===== src/rtl/mini_core_wb_ldq.sv =====
`default_nettype none
// ============================================================================
// mini_core_wb_ldq : write-back stage with an in-order pending-load queue
// Revision: 1.0
// ============================================================================

package mini_core_wb_ldq_pkg;
    typedef enum logic [1:0] {
        WB_ALU  = 2'd0,
        WB_PC4  = 2'd1,
        WB_RSV2 = 2'd2,
        WB_RSV3 = 2'd3
    } t_wb_sel;
endpackage

module mini_core_wb_ldq
    import mini_core_wb_ldq_pkg::*;
#(
    parameter  int XLEN     = 32,
    parameter  int DEPTH    = 4,
    parameter  int NUM_REGS = 32,
    localparam int NB       = XLEN / 8,
    localparam int RW       = $clog2(NUM_REGS),
    localparam int OW       = $clog2(NB)
) (
    input  logic                Clock,
    input  logic                Rst,
    input  logic                LdIssueValidQ103H,
    input  logic [RW-1:0]       LdIssueRdQ103H,
    input  logic [NB-1:0]       LdIssueByteEnQ103H,
    input  logic                LdIssueSignExtQ103H,
    input  logic [OW-1:0]       LdIssueOffsetQ103H,
    output logic                LdIssueReadyQ103H,
    input  logic                DMemRspValidQ104H,
    input  logic [XLEN-1:0]     DMemRspDataQ104H,
    input  logic                PipeWbValidQ104H,
    input  logic [RW-1:0]       PipeWbRdQ104H,
    input  t_wb_sel             PipeWbSelQ104H,
    input  logic [XLEN-1:0]     AluOutQ104H,
    input  logic [XLEN-1:0]     PcPlus4Q104H,
    output logic                PipeWbStallQ104H,
    output logic                RegWrEnQ105H,
    output logic [RW-1:0]       RegWrRdQ105H,
    output logic [XLEN-1:0]     RegWrDataQ105H,
    output logic [NUM_REGS-1:0] PendingRdMaskQ103H,
    output logic                LdRspErrQ105H
);

    localparam int PW = $clog2(DEPTH);
    localparam int CW = PW + 1;

    logic [RW-1:0]   r_q_rd  [DEPTH];
    logic [NB-1:0]   r_q_be  [DEPTH];
    logic            r_q_sx  [DEPTH];
    logic [OW-1:0]   r_q_off [DEPTH];
    logic [PW-1:0]   r_rd_ptr;
    logic [PW-1:0]   r_wr_ptr;
    logic [CW-1:0]   r_count;

    logic            r_wr_en;
    logic [RW-1:0]   r_wr_rd;
    logic [XLEN-1:0] r_wr_data;
    logic            r_err;

    logic            w_full;
    logic            w_push;
    logic            w_pop;
    logic            w_stray;
    logic [RW-1:0]   w_head_rd;
    logic [NB-1:0]   w_head_be;
    logic            w_head_sx;
    logic [OW-1:0]   w_head_off;
    logic [XLEN-1:0] w_shifted;
    logic            w_sign;
    logic [XLEN-1:0] w_ld_data;
    logic [XLEN-1:0] w_pipe_data;
    logic [RW-1:0]   w_wr_rd;
    logic [XLEN-1:0] w_wr_data;
    logic            w_wr_en;
    logic [NUM_REGS-1:0] w_mask;
    logic [PW-1:0]   w_rel;

    assign w_full  = (r_count == CW'(DEPTH));
    assign w_push  = LdIssueValidQ103H & ~w_full;
    assign w_pop   = DMemRspValidQ104H & (r_count != '0);
    assign w_stray = DMemRspValidQ104H & (r_count == '0);

    always_ff @(posedge Clock or negedge Rst) begin
        if (!Rst) begin
            r_rd_ptr <= '0;
            r_wr_ptr <= '0;
            r_count  <= '0;
        end else begin
            if (w_push) r_wr_ptr <= r_wr_ptr + 1'b1;
            if (w_pop)  r_rd_ptr <= r_rd_ptr + 1'b1;
            case ({w_push, w_pop})
                2'b10:   r_count <= r_count + 1'b1;
                2'b01:   r_count <= r_count - 1'b1;
                default: r_count <= r_count;
            endcase
        end
    end

    // Payload needs no reset: only entries inside [rd_ptr, rd_ptr+count) are ever read.
    always_ff @(posedge Clock) begin
        if (w_push) begin
            r_q_rd[r_wr_ptr]  <= LdIssueRdQ103H;
            r_q_be[r_wr_ptr]  <= LdIssueByteEnQ103H;
            r_q_sx[r_wr_ptr]  <= LdIssueSignExtQ103H;
            r_q_off[r_wr_ptr] <= LdIssueOffsetQ103H;
        end
    end

    assign w_head_rd  = r_q_rd[r_rd_ptr];
    assign w_head_be  = r_q_be[r_rd_ptr];
    assign w_head_sx  = r_q_sx[r_rd_ptr];
    assign w_head_off = r_q_off[r_rd_ptr];
    assign w_shifted  = DMemRspDataQ104H >> {w_head_off, 3'b000};

    // Byte enables are LSB-contiguous, so the last enabled byte holds the sign.
    always_comb begin
        w_sign    = 1'b0;
        w_ld_data = '0;
        for (int i = 0; i < NB; i++) begin
            if (w_head_be[i]) w_sign = w_shifted[8*i+7];
        end
        for (int i = 0; i < NB; i++) begin
            w_ld_data[8*i +: 8] = w_head_be[i] ? w_shifted[8*i +: 8]
                                : (w_head_sx ? {8{w_sign}} : 8'h00);
        end
    end

    always_comb begin
        case (PipeWbSelQ104H)
            WB_ALU:  w_pipe_data = AluOutQ104H;
            WB_PC4:  w_pipe_data = PcPlus4Q104H;
            default: w_pipe_data = '0;
        endcase
    end

    assign w_wr_rd   = w_pop ? w_head_rd : PipeWbRdQ104H;
    assign w_wr_data = w_pop ? w_ld_data : w_pipe_data;
    assign w_wr_en   = (w_pop | PipeWbValidQ104H) & (w_wr_rd != '0);

    always_ff @(posedge Clock or negedge Rst) begin
        if (!Rst) begin
            r_wr_en   <= 1'b0;
            r_wr_rd   <= '0;
            r_wr_data <= '0;
            r_err     <= 1'b0;
        end else begin
            r_wr_en <= w_wr_en;
            r_err   <= w_stray;
            if (w_wr_en) begin
                r_wr_rd   <= w_wr_rd;
                r_wr_data <= w_wr_data;
            end
        end
    end

    always_comb begin
        w_mask = '0;
        w_rel  = '0;
        for (int i = 0; i < DEPTH; i++) begin
            w_rel = PW'(i) - r_rd_ptr;
            if ({1'b0, w_rel} < r_count) w_mask[r_q_rd[i]] = 1'b1;
        end
        w_mask[0] = 1'b0;
    end

    assign LdIssueReadyQ103H  = ~w_full;
    assign PipeWbStallQ104H   = w_pop & PipeWbValidQ104H;
    assign RegWrEnQ105H       = r_wr_en;
    assign RegWrRdQ105H       = r_wr_rd;
    assign RegWrDataQ105H     = r_wr_data;
    assign PendingRdMaskQ103H = w_mask;
    assign LdRspErrQ105H      = r_err;

endmodule
`default_nettype wire


===== config.mk =====
export PLATFORM = sky130hd
export DESIGN_NAME = mini_core_wb_ldq
export DESIGN_NICKNAME = d
export VERILOG_FILES = /design/src/rtl/mini_core_wb_ldq.sv
export SDC_FILE = /design/constraint.sdc
export NUM_CORES = 1
export LEC_CHECK = 0
export ABC_AREA = 0
export CAP_MARGIN = 20
export CORE_UTILIZATION = 48
export CTS_CLUSTER_DIAMETER = 80
export CTS_CLUSTER_SIZE = 40
export DETAILED_ROUTE_END_ITERATION = 7
export PLACE_DENSITY = 0.86
export SETUP_SLACK_MARGIN = 0.15
export SLEW_MARGIN = 0
export SYNTH_ARGS = -nofsm -noshare
export SYNTH_HDL_FRONTEND = slang
export SYNTH_SLANG_ARGS = --single-unit

===== constraint.sdc =====
create_clock -name Clock -period 4.6 [get_ports Clock]
set_input_delay 1.38 -clock Clock [delete_from_list [all_inputs] [get_ports Clock]]
set_output_delay 1.38 -clock Clock [all_outputs]
set_load 0.01 [all_outputs]

==> results_dict.tcl <==
set metrics [dict create \
    p_clk_frac 0.163 \
    ys_seq_area_frac 0.412 \
    preCtsSetupSlack_ns 0.423 \
    p_sw_mw 2.17 \
    clock_latency_ns 0.36 \
    drtAntennaViolNets 0 \
    cp_max_fo 16 \
    tightest_slew_ns 0.924 \
    arrival_ns 3.01 \
    slowest_delay_ns 0.49 \
    cts_root_buf "clkbuf_16" \
    row_count 41 \
    avgViaCountPerCell 6.51 \
    grt_overflow 0 \
    hold_violations 0 \
    critPathBufInv 3 \
    finalSetupViolations 0 \
    antenna_cells 0 \
    dieWidth_um 117 \
    fmax_mhz 228 \
    dr_total_vias 6274 \
    crit_type "reg -> out" \
    syn_inst 617 \
    grt_pass1_wl_um 32900 \
    globalplace.congestion 0.949 \
    slew_violations 0 \
    avgSynthCellArea_um2 10.2 \
    crit_chain "buf_4 -> inv_1 -> ha_1 -> a21oi_1 -> or2_2 -> nand2b_1 -> o22ai_1 -> a221o_1 -> clkdlybuf4s50_1" \
    grt_pass1_vias 6157 \
    cp.required_ns 3.22 \
    synth_seq_cells 94 \
    grt_antenna_before_repair 0 \
    yosysTopAreaCellShare 0.229 \
    syn_area_mm2 0.00630 \
    power.total_mw 5.13 \
    slew_headroom 0.384 \
    ys.flop_type "edfxtp_1" \
    core_mm2 0.0127 \
    rsz0062_at_grt "true" \
    totalWireLength_um 22000 \
    period_needed_ns 4.39 \
    synth_cell_type_count 69 \
    max-vdd-ir-drop_uv 429 \
    first_pass_iters 7 \
    synth_edf_count 48 \
    drive_gt1_frac 0.0985 \
    synthesis.nets 747 \
    numPlacedInstances 946 \
    yosysWarnings 0 \
    skew_ns 0.0145 \
    combPwrFrac 0.563 \
    crit_path_end_kind "primary output" \
    p_leak_nw 3.28 \
    maxCapViolCount 0 \
    cts_tree "built" \
    yosysMostFrequentCell "nand2_1" \
    port-buffer-count 191 \
    io_pins 193 \
    clk_pin_slew_ns 0.07 \
    wl_per_cell_um 22.8 \
    initial_core_util 0.495 \
    fin_ws_ns 0.206 \
    finalNetCount 917 \
    async_flop_share 0.489 \
    stdcell_count 964 \
    status "finished clean" \
    cp_top_family "buffers and inverters" \
    slowest_stage "clkdlybuf4s50_1" \
    cts_hold_buf 0 \
    die-area_mm2 0.0136 \
    cts_buffer_depth 2 \
    h-tree-depth 3 \
    holdWs_ns 0.501 \
    cts.sinks 94 \
    p_int_mw 2.97 \
    area_growth_pct 37.2 \
    synth_area_leader_cell "edfxtp_1" \
    die-height_um 117 \
    fin_crit_sh 0.955 \
    ys_top_cells_by_area "edfxtp_1 (23%), dfrtp_1 (18%), mux2i_1 (7.8%), a221o_1 (4.9%), mux4_2 (4.3%)" \
    power.density_mw_per_mm2 594 \
    swShare 0.422 \
    drt_iter0_drc 726 \
    synthTopCellsByCount "nand2_1 (57), nor2_1 (53), mux2i_1 (49), edfxtp_1 (48), dfrtp_1 (46)" \
    grt_usage 0.328 \
    min_path_type "reg -> reg" \
    post-route-drc-count 0 \
    grt_max_degree 47 \
    startpoint_type "flip-flop" \
    fin_setup_tns_ns 0 \
    pwr-share-seq 0.274 \
    cts_buffers 9 \
    hpwl_um 16400 \
]
==> area by class of cell <==
type / instances / area [um^2]
flip-flops and latches: 94 / 2590
clock buffers: 10 / 229
inverters: 13 / 53.8
well taps: 172 / 215
multi-input cells: 464 / 3430
clock inverters: 6 / 97.6
repair buffers: 205 / 2020
fillers: 996 / 4080
==> placed cells by master, fill, tap and decap left out, types with 12 or more instances in the layout <==
master and instances:
a221o_1 31, nand2_1 57, buf_4 13, clkdlybuf4s50_1 189, a21oi_1 15, mux2i_1 49, nand3_1 15, edfxtp_1 48
mux4_2 12, dfrtp_1 46, o21ai_0 27, nor2_1 53, a31oi_1 12, o22ai_1 36
==> metal layers <==
metal,up-vias,global-route usage,share of wire
met2,433,0.551,0.48
met5,-,0,0
met3,107,0.0669,0.096
met1,2994,0.389,0.37
met4,0,0.194,0.053
li1,2740,-,-
==> power groups by stage <==
| stage | sequential (mW) | clock [mW] | combinational, mW |
|---|---|---|---|
| floorplan | 1.40 | 0 | 1.75 |
| CTS | 1.40 | 0.844 | 2.84 |
| global route | 1.44 | 0.878 | 3.10 |
| global placement | 1.39 | 0 | 2.73 |
| finish | 1.41 | 0.837 | 2.89 |
| detailed placement | 1.41 | 0 | 2.82 |
==> timing repair <==
action	in CTS	in global routing
setup endpoints to repair	0	23
buffers inserted	0	1
hold endpoints to repair	0	0
gates resized for setup	0	3
==> worst register-to-register path, delay by kind of cell (launching register included) <==
kind / cells / cell delay [ns]
buffers and inverters: 1 / 0.32
multiplexers: 1 / 0.86
AO/OA/AOI/OAI: 3 / 0.83
flip-flops: 1 / 0.36
AND/OR/NAND/NOR: 2 / 0.99
==> state kept, by name, summed over array words and instances (netlist names) <==
signal / count
r_wr_ptr: 2
r_q_rd: 20
r_q_be: 16
RegWrRdQ105H: 5
r_count: 3
r_q_sx: 4
r_rd_ptr: 2
RegWrDataQ105H: 32
r_q_off: 8
LdRspErrQ105H: 1
RegWrEnQ105H: 1
==> kinds of logic after synthesis <==
| kind of cell | count (synthesis) | share of synthesized area |
|---|---|---|
| compound gates | 170 | 0.206 |
| xor+xnor | 7 | 0.00974 |
| fa+ha+maj | 10 | 0.0211 |
| buf+inv | 59 | 0.0451 |
| flops | 94 | 0.412 |
| mux | 72 | 0.143 |
| other cells | 1 | 0.000596 |
| simple gates | 204 | 0.163 |
==> final timing paths <==
| path | depth (start not counted) | slack, ns | from | end |
|---|---|---|---|---|
| hold / removal | 2 | 0.50 | RegWrDataQ105H[28] | RegWrDataQ105H[28] |
| setup / recovery | 9 | 0.21 | r_rd_ptr[1] | PendingRdMaskQ103H[26] |
| min in group asynchronous | 1 | 0.85 | Rst | RegWrDataQ105H[11] |
| setup reg to reg | 7 | 1.16 | r_rd_ptr[0] | RegWrDataQ105H[2] |
| hold reg to reg | 2 | 0.50 | RegWrDataQ105H[28] | RegWrDataQ105H[28] |
| max in group asynchronous | 2 | 3.24 | Rst | r_count[0] |
==> through the flow <==
step | cell area, um^2 | util
global placement | 8270 | 0.650
CTS | 8600 | 0.676
finish | 8640 | 0.679
global route | 8640 | 0.679
detailed placement | 8270 | 0.650
floorplan | 6300 | -
(Power assumes the default switching activity.)
